===== config.mk =====
export PLATFORM = sky130hd
export DESIGN_NAME = count_sched_flat
export DESIGN_NICKNAME = d
export VERILOG_FILES = /design/src/rtl/count_sched_pkg.sv /design/src/rtl/count_sched_if.sv /design/src/rtl/count_sched_rr_arbiter.sv /design/src/rtl/count_sched.sv /design/src/flat_wrapper.sv
export SDC_FILE = /design/constraint.sdc
export NUM_CORES = 1
export LEC_CHECK = 0
export CORE_MARGIN = 10
export CORE_UTILIZATION = 49
export DETAILED_ROUTE_END_ITERATION = 6
export PLACE_DENSITY = 0.86
export SLEW_MARGIN = 20
export SYNTH_ARGS = -nofsm -noshare
export SYNTH_HDL_FRONTEND = slang
export SYNTH_SLANG_ARGS = --single-unit

===== constraint.sdc =====
create_clock -name clk -period 5.1 [get_ports clk]
set_input_delay 0.51 -clock clk [delete_from_list [all_inputs] [get_ports clk]]
set_output_delay 0.51 -clock clk [all_outputs]
set_load 0.01 [all_outputs]

===== src/rtl/count_sched_pkg.sv =====
// count_sched_pkg: shared definitions for the counter scheduler.
//   OP_*     : per-requester opcode encoding
//   state_e  : scheduler FSM states
package count_sched_pkg;

  localparam logic [1:0] OP_INC  = 2'b00;
  localparam logic [1:0] OP_DEC  = 2'b01;
  localparam logic [1:0] OP_LOAD = 2'b10;
  localparam logic [1:0] OP_CLR  = 2'b11;

  // state | meaning
  // IDLE  | waiting for a request, winner picked and latched here
  // EXEC  | applying the latched op to the counter (held while frozen)
  // ACK   | one-cycle ack/rdata/wrap to the grantee, pointer advances
  typedef enum logic [1:0] {
    IDLE = 2'd0,
    EXEC = 2'd1,
    ACK  = 2'd2
  } state_e;

endpackage


===== src/rtl/count_sched_if.sv =====
// count_sched_if: requester-side bundle of the counter scheduler.
//   master : requesters (drive req/op/wdata/freeze, observe results)
//   slave  : scheduler (observes requests, drives ack/rdata/count/gnt_id/busy/wrap)
interface count_sched_if #(
  parameter int NREQ  = 4,
  parameter int WIDTH = 8
);
  localparam int IDW = $clog2(NREQ);

  logic [NREQ-1:0]       req;
  logic [2*NREQ-1:0]     op;
  logic [WIDTH*NREQ-1:0] wdata;
  logic                  freeze;
  logic [NREQ-1:0]       ack;
  logic [WIDTH-1:0]      rdata;
  logic [WIDTH-1:0]      count;
  logic [IDW-1:0]        gnt_id;
  logic                  busy;
  logic                  wrap;

  modport master (
    output req, op, wdata, freeze,
    input  ack, rdata, count, gnt_id, busy, wrap
  );

  modport slave (
    input  req, op, wdata, freeze,
    output ack, rdata, count, gnt_id, busy, wrap
  );

endinterface


===== src/rtl/count_sched_rr_arbiter.sv =====
// rr_arbiter: combinational rotating-priority pick.
//   req_i   : request vector
//   ptr_i   : index with highest priority this cycle
//   found_o : at least one request present
//   idx_o   : first set request at or above ptr_i, wrapping around
module rr_arbiter #(
  parameter int N   = 4,
  parameter int IDW = 2
) (
  input  logic [N-1:0]   req_i,
  input  logic [IDW-1:0] ptr_i,
  output logic           found_o,
  output logic [IDW-1:0] idx_o
);

  int best;

  // The winner is the set request with the smallest rotational distance
  // from the pointer.
  always_comb begin
    found_o = 1'b0;
    idx_o   = '0;
    best    = N;
    for (int i = 0; i < N; i++) begin
      if (req_i[i] && (((i - int'(ptr_i) + N) % N) < best)) begin
        best    = (i - int'(ptr_i) + N) % N;
        idx_o   = IDW'(i);
        found_o = 1'b1;
      end
    end
  end

endmodule


===== src/rtl/count_sched.sv =====
// count_sched: round-robin scheduler sharing one up/down counter.
//   clk, reset : rising-edge clock, async active-high reset
//   bus        : requester bundle (slave side), see count_sched_if
module count_sched
  import count_sched_pkg::*;
#(
  parameter int NREQ  = 4,
  parameter int WIDTH = 8
) (
  input  logic         clk,
  input  logic         reset,
  count_sched_if.slave bus
);

  localparam int IDW = $clog2(NREQ);

  state_e           state_q, state_d;
  logic [IDW-1:0]   ptr_q, ptr_d;
  logic [IDW-1:0]   gnt_q, gnt_d;
  logic [1:0]       op_q, op_d;
  logic [WIDTH-1:0] wdata_q, wdata_d;
  logic [WIDTH-1:0] count_q, count_d;
  logic             wrap_q, wrap_d;

  logic             found;
  logic [IDW-1:0]   win_idx;
  logic [1:0]       op_sel;
  logic [WIDTH-1:0] wdata_sel;

  rr_arbiter #(.N(NREQ), .IDW(IDW)) u_arb (
    .req_i  (bus.req),
    .ptr_i  (ptr_q),
    .found_o(found),
    .idx_o  (win_idx)
  );

  always_comb begin
    op_sel    = '0;
    wdata_sel = '0;
    for (int i = 0; i < NREQ; i++) begin
      if (win_idx == IDW'(i)) begin
        op_sel    = bus.op[2*i +: 2];
        wdata_sel = bus.wdata[WIDTH*i +: WIDTH];
      end
    end
  end

  always_comb begin
    state_d = state_q;
    ptr_d   = ptr_q;
    gnt_d   = gnt_q;
    op_d    = op_q;
    wdata_d = wdata_q;
    count_d = count_q;
    wrap_d  = wrap_q;
    case (state_q)
      IDLE: begin
        if (found) begin
          gnt_d   = win_idx;
          op_d    = op_sel;
          wdata_d = wdata_sel;
          state_d = EXEC;
        end
      end
      EXEC: begin
        if (!bus.freeze) begin
          wrap_d = 1'b0;
          case (op_q)
            OP_INC: begin
              count_d = count_q + WIDTH'(1);
              wrap_d  = &count_q;
            end
            OP_DEC: begin
              count_d = count_q - WIDTH'(1);
              wrap_d  = ~|count_q;
            end
            OP_LOAD: count_d = wdata_q;
            default: count_d = '0;
          endcase
          state_d = ACK;
        end
      end
      ACK: begin
        // NREQ need not be a power of two, so wrap the pointer explicitly.
        ptr_d   = (gnt_q == IDW'(NREQ - 1)) ? '0 : gnt_q + IDW'(1);
        state_d = IDLE;
      end
      default: state_d = IDLE;
    endcase
  end

  always_ff @(posedge clk or posedge reset) begin
    if (reset) begin
      state_q <= IDLE;
      ptr_q   <= '0;
      gnt_q   <= '0;
      op_q    <= '0;
      wdata_q <= '0;
      count_q <= '0;
      wrap_q  <= 1'b0;
    end else begin
      state_q <= state_d;
      ptr_q   <= ptr_d;
      gnt_q   <= gnt_d;
      op_q    <= op_d;
      wdata_q <= wdata_d;
      count_q <= count_d;
      wrap_q  <= wrap_d;
    end
  end

  // All outputs decode from registered state only.
  assign bus.ack    = (state_q == ACK) ? (NREQ'(1) << gnt_q) : '0;
  assign bus.rdata  = (state_q == ACK) ? count_q : '0;
  assign bus.wrap   = (state_q == ACK) && wrap_q;
  assign bus.busy   = (state_q != IDLE);
  assign bus.gnt_id = gnt_q;
  assign bus.count  = count_q;

endmodule


===== src/flat_wrapper.sv =====
// flat-port wrapper written by rule: the top's interface ports become plain ports
module count_sched_flat import count_sched_pkg::*;
#(
  parameter int NREQ  = 4,
  parameter int WIDTH = 8
)
  (clk, reset, bus_req, bus_op, bus_wdata, bus_freeze, bus_ack, bus_rdata, bus_count, bus_gnt_id, bus_busy, bus_wrap);
  count_sched_if #(.NREQ(NREQ), .WIDTH(WIDTH)) bus_i ();
  input  logic clk;
  input  logic reset;
  input wire logic [$bits(bus_i.req)-1:0] bus_req;
  input wire logic [$bits(bus_i.op)-1:0] bus_op;
  input wire logic [$bits(bus_i.wdata)-1:0] bus_wdata;
  input wire logic [$bits(bus_i.freeze)-1:0] bus_freeze;
  output wire logic [$bits(bus_i.ack)-1:0] bus_ack;
  output wire logic [$bits(bus_i.rdata)-1:0] bus_rdata;
  output wire logic [$bits(bus_i.count)-1:0] bus_count;
  output wire logic [$bits(bus_i.gnt_id)-1:0] bus_gnt_id;
  output wire logic [$bits(bus_i.busy)-1:0] bus_busy;
  output wire logic [$bits(bus_i.wrap)-1:0] bus_wrap;
  assign bus_i.req = bus_req;
  assign bus_i.op = bus_op;
  assign bus_i.wdata = bus_wdata;
  assign bus_i.freeze = bus_freeze;
  assign bus_ack = bus_i.ack;
  assign bus_rdata = bus_i.rdata;
  assign bus_count = bus_i.count;
  assign bus_gnt_id = bus_i.gnt_id;
  assign bus_busy = bus_i.busy;
  assign bus_wrap = bus_i.wrap;
  count_sched #(.NREQ(NREQ), .WIDTH(WIDTH)) u_core (.clk(clk), .reset(reset), .bus(bus_i));
endmodule

==> metrics <==
combinational power share 65.3%; post-synth top area share 30.8%; Fillers 340; Total GRT Usage approximately 15%; final core utilization 69.3%; Max Root-Sink Buffers 2; mapped cell area roughly 2000 um^2; Worst Tran Pin Value between 0.9 and 1 ns; Synth area leaders dfrtp_1 (31%), ha_1 (7.4%), mux2i_1 (6.4%); clock-pin slew on the worst setup and hold paths 0.08 ns; overall power 1.53 mW; Post-Route WL 5.49 mm; final hold slack 0.482 ns; post-DR vias/cell 5.68; Mapped Nets around 300; Congestion Overflow GR 0; DRT iter0 DRCs between 150 and 200; Synth top cells by count dfrtp_1 (25), nor2_1 (22), nand2_1 (18); Reg2Reg Depth 13; unrepaired setup endpoints after global routing false; cell accounting for the most synthesized area dfrtp_1; area of the core 4000 um^2; chip height 84.4 um; crit path kind input pin to register; Final Hold Viols 0; Max Cap Viol 0; drt pass-1 iters 4; DIE AREA 7130 um^2; I/O Buffers 70; Internal 828 uW; Synth async-reset ratio 100%; dpl cells 348; hold buffer count at CTS 0; Yosys reg bits 25; register area share after synthesis 30.8%; total CTS buffers 3; vias in the first global route 1988; status completed; CP Max Fanout 22; P per Cell Area 551 nW/um^2; first-pass GRT wire length 9.52 mm; Worst Setup Start Kind input pin; Post-synth EDFFs 0; area occupied by multi-input gates 1290 um^2; count leader, synth dfrtp_1; Switch Pwr roughly 700 uW; Worst VDD drop 328 uV; Clock Latency Late Sink approximately 0.27 ns; number of top-level pins 71; Final Max Tran Viols 0; Hold Path Depth 2; Avg WL per Cell 15.6 um; final setup fails 0; Fmax 0.246 GHz; layout cells sized above 1 3.97%; Inserted Diodes 0; DRC errors left 0; Area Growth Syn to Fin 36.3%; worst hold path type register to register; setup_tns 0 ns; final worst path period need around 4 ns; Synth cell types 53; Layout Nets 363; via total after detailed routing 2000; Reg power frac 27.2%; Resize count post-CTS 0; clock share of power 7.5%; synth warn 0; Die W 84.4 um; FP Rows 23; critical path data arrival time 4.16 ns; syn_area_per_cell 8.44 um^2; CTS Root Cell clkbuf_8; Setup Fix Bufs, Post-CTS 0; ys flop type dfrtp_1; CP endpoint kind register; Cell Count, Final, Fillers Out 352; initial core utilization 50.9%; H-tree levels 1; Final period util 79.5%; Syn Inst Count 241; CTS Sinks 25; leakage power 1.16 nW; switching part of the total 45.8%; Reg area between 600 and 700 um^2; normalized max-slew margin 38.8%; required time of the critical path 5.20 ns; Final Skew 0.00381 ns; GPL Wtd Cong 0.904; initial antenna violation count 0; largest net degree at the start of global routing 26; dpl hpwl 4.47 mm; ANT nets after route 0; CTS tree built
## per-stage QoR
stage,area (um^2),setup WS [ns]
4_1_cts,2770,1.06
3_3_place_gp,2720,0.947
2_1_floorplan,2030,2.03
6_report,2770,1.04
5_1_grt,2770,0.795
3_5_place_dp,2720,0.785
## sequential cells by signal, summed over array words and instances (netlist names)
signal,flops
u_core.bus.count,8
u_core.bus.gnt_id,2
u_core.op_q,2
u_core.ptr_q,2
u_core.state_q,2
u_core.wdata_q,8
u_core.wrap_q,1
## critical path, cell delays in order
cell and delay (ns):
clkdlybuf4s50_1 0.60, inv_1 0.13, o32a_1 0.38, ha_1 0.28, o21a_2 0.14, o22a_1 0.33, nand2b_4 0.29, nand2_1 0.07
o21ai_1 0.09, ha_1 0.25, o32ai_1 0.14, a32o_1 0.69, a211o_1 0.17, a31oi_1 0.09
## power by group through the flow
| stage | Clock, mW | Sequential (mW) | Combinational (mW) |
|---|---|---|---|
| 2_1_floorplan | 0 | 0.387 | 0.739 |
| 3_3_place_gp | 0 | 0.413 | 0.959 |
| 3_5_place_dp | 0 | 0.416 | 0.990 |
| 4_1_cts | 0.118 | 0.411 | 0.997 |
| 5_1_grt | 0.132 | 0.434 | 1.12 |
| 6_report | 0.115 | 0.415 | 0.997 |
## cell families (layout without fill, tap and decap cells)
kind of cell | Yosys count | in the layout | share of synthesized area [%]
AOI/OAI and AO/OA | 68 | 68 | 23.0
muxes | 14 | 14 | 6.95
DFF | 25 | 25 | 30.8
buffers and inverters | 26 | 87 | 6.03
xor gates and xnor gates | 3 | 3 | 1.29
adders and majority gates | 13 | 13 | 8.36
and+or+nand+nor | 92 | 92 | 23.6
## routing by layer
| metal | wire (um) | share of wire, % | GRT usage (%) | vias up |
|---|---|---|---|---|
| met1 | 2300 | 42 | 18.0 | 931 |
| met3 | 355 | 6.5 | 4.73 | 11 |
| met4 | 79 | 1.4 | 2.40 | 0 |
| met5 | 0 | 0 | 0 | - |
| li1 | - | - | - | 994 |
| met2 | 2750 | 50 | 27.1 | 64 |
## final timing paths
path / from / end / slack, ns
setup / recovery: bus_req[0] / u_core.wdata_q[2] / 1.04
hold / removal: u_core.wrap_q / u_core.wrap_q / 0.48
setup reg to reg: u_core.ptr_q[1] / u_core.wdata_q[2] / 1.47
hold reg to reg: u_core.wrap_q / u_core.wrap_q / 0.48
max in group asynchronous: reset / u_core.wdata_q[2] / 3.79
min in group asynchronous: reset / u_core.wdata_q[3] / 0.75
## area by class of cell
class	instances	share of cell area, %
Multi-Input combinational cell	190	46.5
Timing Repair Buffer	70	25.3
Sequential cell	25	22.6
Tap cell	50	2.26
Inverter	13	1.76
Clock buffer	3	1.49
Clock inverter	1	0.181
## cell usage in the layout (no fill, tap or decap), types with 10 or more instances in the layout
cell and instances:
a21oi_1 13, nor3_1 13, mux2i_1 13, nand2_1 18, dfrtp_1 25, clkdlybuf4s50_1 70, ha_1 12, nor2_1 21
a31oi_1 12, and2_1 13, inv_1 12, a211o_1 10
No activity file was read; power rests on OpenSTA's default activity.
